--- config.mk ---
export PLATFORM = sky130hd
export DESIGN_NAME = noc_serial_receiver_q
export DESIGN_NICKNAME = d
export VERILOG_FILES = /design/src/rtl/noc_serial_receiver_q.sv
export SDC_FILE = /design/constraint.sdc
export NUM_CORES = 1
export LEC_CHECK = 0
export ABC_AREA = 1
export CAP_MARGIN = 20
export CORE_AREA = 2 2 77 94
export CTS_CLUSTER_DIAMETER = 80
export DETAILED_ROUTE_END_ITERATION = 16
export DIE_AREA = 0 0 79 96
export HOLD_SLACK_MARGIN = 0.05
export PLACE_DENSITY_LB_ADDON = 0.3
export SYNTH_ARGS = -nofsm -noshare
export SYNTH_HDL_FRONTEND = slang
export SYNTH_SLANG_ARGS = --single-unit
--- constraint.sdc ---
create_clock -name i_clk -period 2.43 [get_ports i_clk]
set_input_delay 0.486 -clock i_clk [delete_from_list [all_inputs] [get_ports i_clk]]
set_output_delay 0.486 -clock i_clk [all_outputs]
set_load 0.03 [all_outputs]
--- src/rtl/noc_serial_receiver_q.sv ---
// NoC local-port receiver: reassembles HEADER/DATA/TAIL flits into PACKET_BITS words
// and queues finished packets in a DEPTH-entry valid/ready FIFO with header-time slot reservation.
`ifndef FLIT_DATA_WIDTH
`define FLIT_DATA_WIDTH 16
`endif

module noc_serial_receiver_q #(
  parameter  int PACKET_BITS  = 16,
  parameter  int PADDING_BITS = 0,
  parameter  int DEPTH        = 2,
  localparam int FW           = `FLIT_DATA_WIDTH + 2,
  localparam int PW           = (PADDING_BITS > 0) ? PADDING_BITS : 1,
  localparam int CNTW         = $clog2(DEPTH + 1)
) (
  input  logic                   i_clk,
  input  logic                   i_rst,          // synchronous, active-low
  input  logic                   i_flush,
  input  logic [FW-1:0]          i_down_flit,    // {type[1:0], data}
  input  logic                   i_down_enable,
  output logic                   o_down_ack,
  output logic                   o_down_rej,
  output logic                   o_out_valid,
  input  logic                   i_out_ready,
  output logic [PW-1:0]          o_out_padding,
  output logic [PACKET_BITS-1:0] o_out_packet,
  output logic                   o_err_len,
  output logic [CNTW-1:0]        o_count
);

  localparam int W       = `FLIT_DATA_WIDTH;
  localparam int N_FLITS = (PACKET_BITS + W - 1) / W;
  localparam int STW     = N_FLITS * W;
  localparam int FCW     = $clog2(N_FLITS + 1);
  localparam int AW      = (DEPTH > 1) ? $clog2(DEPTH) : 1;
  localparam int EW      = PACKET_BITS + PW;

  localparam logic [1:0]      FT_HEADER = 2'd0;
  localparam logic [1:0]      FT_DATA   = 2'd1;
  localparam logic [1:0]      FT_TAIL   = 2'd2;
  localparam logic [CNTW-1:0] DEPTH_C   = CNTW'(DEPTH);
  localparam logic [FCW-1:0]  N_C       = FCW'(N_FLITS);
  localparam logic [FCW-1:0]  N_M1_C    = FCW'(N_FLITS - 1);
  localparam logic [AW-1:0]   LAST_PTR  = AW'(DEPTH - 1);

  typedef enum logic [1:0] {
    S_IDLE      = 2'd0,
    S_RECEIVING = 2'd1,
    S_DISCARD   = 2'd2
  } state_t;

  state_t                r_state;
  logic [FCW-1:0]        r_flit_cnt;
  logic [STW-1:0]        r_stage;
  logic [PW-1:0]         r_hdr_free;
  logic [EW-1:0]         r_mem [DEPTH];
  logic [AW-1:0]         r_wr_ptr;
  logic [AW-1:0]         r_rd_ptr;
  logic [CNTW-1:0]       r_count;
  logic                  r_out_valid;
  logic [PACKET_BITS-1:0] r_out_packet;
  logic [PW-1:0]         r_out_padding;
  logic                  r_err_len;

  logic [1:0]      w_type;
  logic [W-1:0]    w_data;
  logic [PW-1:0]   w_hdr_field;
  logic            w_rej;
  state_t          w_state_next;
  logic [FCW-1:0]  w_cnt_next;
  logic [STW-1:0]  w_stage_next;
  logic [STW-1:0]  w_slot_data;
  logic [PW-1:0]   w_hdr_free_next;
  logic            w_push;
  logic            w_err;
  logic            w_pop;
  logic [CNTW-1:0] w_count_next;
  logic [AW-1:0]   w_rd_next;
  logic [AW-1:0]   w_wr_next;
  logic [EW-1:0]   w_push_entry;
  logic [EW-1:0]   w_head_next;

  function automatic logic [AW-1:0] ptr_inc(input logic [AW-1:0] ptr);
    if (ptr == LAST_PTR) begin
      ptr_inc = {AW{1'b0}};
    end else begin
      ptr_inc = ptr + AW'(1);
    end
  endfunction

  assign w_type       = i_down_flit[FW-1:W];
  assign w_data       = i_down_flit[W-1:0];
  assign w_hdr_field  = (PADDING_BITS > 0) ? w_data[PW-1:0] : {PW{1'b0}};
  assign w_push_entry = {r_hdr_free, w_slot_data[PACKET_BITS-1:0]};

  // A header is refused only in IDLE with every slot occupied; the check uses registered count.
  always_comb begin
    w_rej = 1'b0;
    if (i_down_enable && !i_flush && (r_state == S_IDLE) &&
        (w_type == FT_HEADER) && (r_count >= DEPTH_C)) begin
      w_rej = 1'b1;
    end else begin
      w_rej = 1'b0;
    end
  end

  assign o_down_rej = w_rej;
  assign o_down_ack = i_down_enable & ~w_rej;

  // Current staging word with the incoming payload dropped into slot r_flit_cnt.
  always_comb begin
    w_slot_data = r_stage;
    for (int s = 0; s < N_FLITS; s++) begin
      if (r_flit_cnt == FCW'(s)) begin
        w_slot_data[s*W +: W] = w_data;
      end else begin
        w_slot_data[s*W +: W] = r_stage[s*W +: W];
      end
    end
  end

  // Packet-assembly next state.
  always_comb begin
    w_state_next    = r_state;
    w_cnt_next      = r_flit_cnt;
    w_stage_next    = r_stage;
    w_hdr_free_next = r_hdr_free;
    w_push          = 1'b0;
    w_err           = 1'b0;
    if (i_down_enable) begin
      case (r_state)
        S_IDLE: begin
          if ((w_type == FT_HEADER) && !w_rej) begin
            w_state_next    = S_RECEIVING;
            w_cnt_next      = {FCW{1'b0}};
            w_stage_next    = {STW{1'b0}};
            w_hdr_free_next = w_hdr_field;
          end else begin
            w_state_next = S_IDLE;
          end
        end
        S_RECEIVING: begin
          case (w_type)
            FT_DATA: begin
              if (r_flit_cnt < N_C) begin
                w_stage_next = w_slot_data;
                w_cnt_next   = r_flit_cnt + FCW'(1);
              end else begin
                w_err        = 1'b1;
                w_state_next = S_DISCARD;
              end
            end
            FT_TAIL: begin
              w_state_next = S_IDLE;
              if (r_flit_cnt == N_M1_C) begin
                w_stage_next = w_slot_data;
                w_push       = 1'b1;
              end else begin
                w_err = 1'b1;
              end
            end
            default: w_state_next = S_RECEIVING;
          endcase
        end
        S_DISCARD: begin
          if (w_type == FT_TAIL) begin
            w_state_next = S_IDLE;
          end else begin
            w_state_next = S_DISCARD;
          end
        end
        default: w_state_next = S_IDLE;
      endcase
    end else begin
      w_state_next = r_state;
    end
  end

  // FIFO bookkeeping; the head after this edge is precomputed so out_* are plain registers.
  always_comb begin
    w_pop        = (r_count != {CNTW{1'b0}}) && i_out_ready;
    w_count_next = r_count + CNTW'(w_push) - CNTW'(w_pop);
    w_rd_next    = w_pop  ? ptr_inc(r_rd_ptr) : r_rd_ptr;
    w_wr_next    = w_push ? ptr_inc(r_wr_ptr) : r_wr_ptr;
    if (w_count_next == {CNTW{1'b0}}) begin
      w_head_next = {EW{1'b0}};
    end else if (w_push && (r_wr_ptr == w_rd_next)) begin
      w_head_next = w_push_entry;
    end else begin
      w_head_next = r_mem[w_rd_next];
    end
  end

  // State, staging and FIFO registers; reset beats flush beats normal operation.
  always_ff @(posedge i_clk) begin
    if (!i_rst) begin
      r_state       <= S_IDLE;
      r_flit_cnt    <= {FCW{1'b0}};
      r_stage       <= {STW{1'b0}};
      r_hdr_free    <= {PW{1'b0}};
      r_wr_ptr      <= {AW{1'b0}};
      r_rd_ptr      <= {AW{1'b0}};
      r_count       <= {CNTW{1'b0}};
      r_out_valid   <= 1'b0;
      r_out_packet  <= {PACKET_BITS{1'b0}};
      r_out_padding <= {PW{1'b0}};
      r_err_len     <= 1'b0;
      for (int e = 0; e < DEPTH; e++) begin
        r_mem[e] <= {EW{1'b0}};
      end
    end else if (i_flush) begin
      r_state       <= S_IDLE;
      r_flit_cnt    <= {FCW{1'b0}};
      r_stage       <= {STW{1'b0}};
      r_hdr_free    <= {PW{1'b0}};
      r_wr_ptr      <= {AW{1'b0}};
      r_rd_ptr      <= {AW{1'b0}};
      r_count       <= {CNTW{1'b0}};
      r_out_valid   <= 1'b0;
      r_out_packet  <= {PACKET_BITS{1'b0}};
      r_out_padding <= {PW{1'b0}};
      r_err_len     <= 1'b0;
    end else begin
      r_state       <= w_state_next;
      r_flit_cnt    <= w_cnt_next;
      r_stage       <= w_stage_next;
      r_hdr_free    <= w_hdr_free_next;
      r_wr_ptr      <= w_wr_next;
      r_rd_ptr      <= w_rd_next;
      r_count       <= w_count_next;
      r_out_valid   <= (w_count_next != {CNTW{1'b0}});
      r_out_packet  <= w_head_next[PACKET_BITS-1:0];
      r_out_padding <= w_head_next[EW-1:PACKET_BITS];
      r_err_len     <= w_err;
      if (w_push) begin
        r_mem[r_wr_ptr] <= w_push_entry;
      end
    end
  end

  assign o_out_valid   = r_out_valid;
  assign o_out_packet  = r_out_packet;
  assign o_out_padding = r_out_padding;
  assign o_err_len     = r_err_len;
  assign o_count       = r_count;

endmodule

# Yosys cells after proc, flatten, opt, wreduce, memory -nomap -nowiden
# Memory sizes are Yosys's and may differ from the RTL's. A register that Yosys moved wholly into a read port is not among the register bits.
# Index checks and enable logic that the tools add are counted.
[classes]
n_reduce_logical = 23
bitwise_logic = 5
addsub = 5
eq_ne = 12
order_cmp = 2
mux = 34
[op_table]
columns = ["operator", "n"]
rows = [
  ["16-bit two-way mux", 5],
  ["16-bit case mux with 2 select lines", 2],
  ["1-bit two-way mux", 21],
  ["16-bit OR reduction", 1],
  ["3-bit != test, second input constant", 3],
  ["4-bit OR reduction", 2],
  ["1-bit logical AND", 7],
  ["2-bit zero test", 3],
  ["2-bit case mux with 3 select lines", 1],
  ["6-bit AND reduction", 1],
  ["2-bit nonzero test", 3],
  ["5-bit AND reduction", 1],
  ["2-bit by 1-bit == test with 1-bit output, second input constant", 2],
  ["2-bit == test, second input constant", 2],
  ["2-bit two-way mux", 2],
  ["2-bit by 1-bit != test with 1-bit output, second input constant", 2],
  ["1-bit inverter", 4],
  ["1-bit case mux with 2 select lines", 2],
  ["2-bit case mux with 2 select lines", 1],
  ["1-bit adder, second input constant", 3],
  ["3-bit by 2-bit != test with 1-bit output, second input constant", 1],
  ["3-bit OR reduction", 1],
  ["2-bit by 1-bit adder with 2-bit output", 1],
  ["2-bit >= comparator, second input constant", 1],
  ["8 further kinds", 9],
]
[word_totals]
mem_bits_rw = 32
wordCells = 91
memories = 1
regBits = 26
out_inout_bits = 23
in_bits = 23
[mem_list]
columns = ["name", "words", "width", "rd", "rd_ports_with_merged_regs", "write_ports", "line", "source"]
rows = [
  ["r_mem", 2, 16, 1, 1, 2, "55", "logic [EW-1:0] r_mem [DEPTH];"],
]

# Depth between registers and ports, before layout
[depth]
depth_word = 10
depth_mapped = 15
depth_no_buf = 14

# Worst setup path before layout
# Ideal clock, no wire load.
[synth_timing]
path_kind = "input port to flip-flop"
startpoint = "in i_down_flit[16]"
endpoint = "reg r_out_packet[10] (netlist: o_out_packet[10])"
t_arrival_ns = 2.173
required_time_ns = 2.366
n_path_buf = 1
setup_ns = 0.064
path_stages = 15
slack_ns = 0.193
cell_sequence = "inv_1 ha_1 nand2_1 inv_1 nand2_4 ha_1 inv_1 ha_1 xor2_1 nand2_1 nand3_2 o21ai_4 buf_2 nand2_1 nor2_1"
[synth_between]
elab_chain_len = 8
[synth_rtl]
columns = ["element", "line", "source"]
rows = [
  ["start: declaration", "18", "input logic [FW-1:0] i_down_flit,"],
  ["2-bit == test", "142", "case (w_type)"],
  ["1-bit two-way mux", "142", ""],
  ["1-bit two-way mux", "130", "case (r_state)"],
  ["1-bit two-way mux", "129", "if (i_down_enable) begin"],
  ["2-bit by 1-bit adder with 2-bit output", "181", "w_count_next = r_count + CNTW'(w_push) - CNTW'(w_pop);"],
  ["2-bit by 1-bit subtractor with 2-bit output", "181", ""],
  ["2-bit zero test", "184", "if (w_count_next == {CNTW{1'b0}}) begin"],
  ["3-bit OR reduction (no source line)", "-", ""],
  ["end signal: assignment", "204", "r_out_packet <= {PACKET_BITS{1'b0}};"],
  ["end signal: assignment", "219", "r_out_packet <= {PACKET_BITS{1'b0}};"],
  ["end signal: assignment", "231", "r_out_packet <= w_head_next[PACKET_BITS-1:0];"],
  ["end: declaration", "60", "logic [PACKET_BITS-1:0] r_out_packet;"],
]
# No other way between the ends.
# A chain may end at the register's enable or synchronous reset.

# Worst setup path after layout
[layout_timing]
startpoint = "in i_down_enable"
endpoint = "out o_down_ack"
[layout_between]
elab_chain_len = 7
[layout_rtl]
columns = ["element", "line", "source"]
rows = [
  ["start: declaration", "19", "input logic i_down_enable,"],
  ["1-bit logical AND (3 in series)", "98", "if (i_down_enable && !i_flush && (r_state == S_IDLE) &&"],
  ["1-bit logical AND", "99", "(w_type == FT_HEADER) && (r_count >= DEPTH_C)) begin"],
  ["1-bit two-way mux", "98", ""],
  ["1-bit inverter", "107", "assign o_down_ack = i_down_enable & ~w_rej;"],
  ["1-bit AND (*)", "107", ""],
  ["end: declaration", "20", "output logic o_down_ack,"],
]
# Mark *: on every way between the ends. The rest lies on a longest branch, timed or not.

==> flow_summary_export.csv <==
group,metric,value,unit
critical_path,worstPathRequired,1.94,ns
yosys,synth_edf_count,32,
floorplanning,design.core.area,0.00669,mm^2
clock_network,htreeDepth,3,
clock_network,cts_buffer_depth,2,
clock_network,cts-resized-gates,0,
timing,finalSetupViolCount,0,
finish,final_core_util,66.8,%
floorplanning,dieHeight,96,um
critical_path,path_max_fanout,5,
clock_network,cts_hold_buffers,0,
grt,antenna_found_initial,0,
yosys,synth_top_family_by_area,"simple AND/OR/NAND/NOR gates",
power,p_comb_share,8.6,%
power,p_int,1.76,mW
place,place.gp.congestion,0.887,
yosys,netlist_instances,441,
timing,period_needed,2.21,ns
grt,grt_pass1_wl,12100,um
yosys,ys_top_cells_by_area,"edfxtp_1 (27%), dfxtp_1 (23%), nor2_1 (11%), nand3_1 (8.0%), nand2_1 (6.8%)",
critical_path,endpoint_kind,"primary output",
clock_network,cts_buffers,9,
yosys,yosys.area.top_type,"edfxtp_1",
power,pwr-share-seq,56.2,%
place,dpl_worst_slack,-0.281,ns
yosys,syn_nets,470,
timing,timing.final.hold_violations,0,
timing,rsz0062_at_grt,"no",
floorplanning,ios,46,
power,irDropWorstVdd,0.000267,V
grt,grt_pass1_vias,2853,
yosys,ys_top_cells_by_count,"nor2_1 (103), nand2_1 (65), nand3_1 (57), inv_1 (49), dfxtp_1 (41)",
yosys,synthMuxAreaShare,4.48,%
timing,setup_tns,0,ns
power,cellPowerDensity,523,mW/mm^2
timing,maxSlewViolCount,0,
detailed_routing,drt-initial-drc-count,259,
clock_network,clock_latency,0.34,ns
yosys,synth_fa_ha_area_share,2.10,%
flow_run,timing.max_cap.violations,0,
yosys,synth-simple-area-share,30.4,%
detailed_routing,vias,3024,
yosys,synth_top_area_share,26.9,%
floorplanning,die_x,79,um
yosys,synth-compound-area-share,4.02,%
detailed_routing,ant_nets,0,
yosys,syn_area_per_cell,8.11,um^2
finish,nets,532,
power,p_sw_share,24.6,%
floorplanning,row_count,33,
worst_hold_path,hp-class,"reg -> reg",
floorplanning,die_area,0.00758,mm^2
finish,antenna_cells,0,
yosys,yosysMostFrequentCell,"nor2_1",
detailed_routing,drc,0,
critical_path,crit_type,"in -> out",
yosys,async_flop_share,0,%
timing,relSlewSlack,67.5,%
power,leakagePower,1.94,nW
clock_network,cts_setup_buffers,0,
clock_network,cts_tree,"built",
timing,max_freq,453,MHz
yosys,synth.distinct_cells,30,
clock_network,cts_root_buf,"clkbuf_8",
power,switchingPower,0.575,mW
detailed_routing,wire_per_inst,12.4,um
grt,grt_remaining_overflow,0,
critical_path,cp.arrival,1.72,ns
clock_network,clock-sinks,73,
detailed_routing,avgViaCountPerCell,5.08,
timing,fin_worst_skew,0.00851,ns
yosys,synth-seq-area-share,49.8,%
timing,fin_crit_sh,90.9,%
detailed_routing,finalWirelength,7400,um
place,dpl.hpwl,5150,um
yosys,synth-xor-area-share,0.490,%
place,portBuffers,44,
detailed_routing,first_pass_iters,4,
timing,tightest_slew,0.474,ns
clock_network,clkTransAtPathRegs,0.07,ns
finish,syn2layout_area_growth,24.9,%
grt,track_usage,20.4,%
timing,worst_slack,0.220,ns
power,p_clk_share,35.3,%
yosys,yosys_warnings,0,
yosys,synthesis.area,0.00358,mm^2
finish,layout-drive-gt1-share,14.6,%
critical_path,cp-start-kind,"input port",
floorplanning,start_util,53.5,%
yosys,dominantRegCellSynth,"dfxtp_1",
status,status,"complete, no violations",
grt,grt_max_degree,21,
yosys,synth_seq_cells,73,
[cell type report]
class	count	area, um^2
inverters	54	203
flip-flops and latches	73	1780
multi-input cells	295	1500
clock buffers	10	128
repair buffers	70	708
well taps	87	109
clock inverters	6	41.3
fillers	556	2220
[per-layer routing]
| metal | wire length [um] | track usage (%) | up-vias |
|---|---|---|---|
| li1 | - | - | 1526 |
| met1 | 3120 | 24.5 | 1369 |
| met2 | 3620 | 33.9 | 110 |
| met3 | 452 | 3.94 | 19 |
| met4 | 196 | 12.4 | 0 |
| met5 | 0 | 0 | - |
[path summary, 6_finish.rpt]
path	from	to	slack, ns	depth (start not counted)
worst max-delay path	i_down_enable	o_down_ack	0.22	8
worst max register to register	r_state[0]	o_out_packet[8]	0.29	13
worst min-delay path	r_stage[3]	r_stage[3]	0.49	2
worst min register to register	r_stage[3]	r_stage[3]	0.49	2
[logic make-up (layout without fill, tap and decap cells)]
group / count (synthesis) / count (layout)
and+or+nand+nor: 245 / 245
buffers and inverters: 73 / 140
other: 1 / 1
DFF: 73 / 73
AOI/OAI and AO/OA: 25 / 25
adders and majority gates: 6 / 6
muxes: 16 / 16
xor gates and xnor gates: 2 / 2
[sequential cells by signal, summed over array words and instances, names as in the netlist]
name / flops
r_mem: 32
o_out_packet: 16
r_stage: 16
o_count: 2
r_state: 2
o_err_len: 1
o_out_valid: 1
r_flit_cnt: 1
r_rd_ptr: 1
r_wr_ptr: 1
[placed cells by master (no fill, tap or decap), drive strengths merged]
cell           instances
nor2                 108
nand2                 74
nand3                 61
inv                   56
dfxtp                 41
clkdlybuf4s50         40
edfxtp                32
buf                   26
o21ai                 21
mux2i                 16
clkbuf                12
ha                     6
a21oi                  4
clkinv                 3
dlymetal6s2s           2
xor2                   1
xnor2                  1
nand3b                 1
nor3                   1
conb                   1
clkinvlp               1
[metrics by stage]
step           hold slack, ns  std cells  cell area (um^2)  power (mW)
2_1_floorplan           0.455        441              3580        1.45
3_3_place_gp            0.464        577              4230        1.53
3_5_place_dp            0.473        577              4230        1.54
4_1_cts                 0.489        593              4400        2.35
5_1_grt                 0.512        595              4470        2.42
6_report                0.487        595              4470        2.34
[critical path, cell delays in order]
cell             delay, ns
clkdlybuf4s50_1       0.49
buf_4                 0.14
inv_2                 0.03
nor2_2                0.16
nand3_2               0.14
nand2_1               0.08
inv_1                 0.04
buf_4                 0.15
[power by group through the flow]
stage	combinational, mW	clock (mW)	sequential (mW)
after floorplan	0.112	0	1.34
after global placement	0.194	0	1.34
after detailed placement	0.198	0	1.34
after CTS	0.198	0.837	1.31
after global routing	0.222	0.880	1.32
final	0.200	0.824	1.31
(Power assumes the default switching activity.)
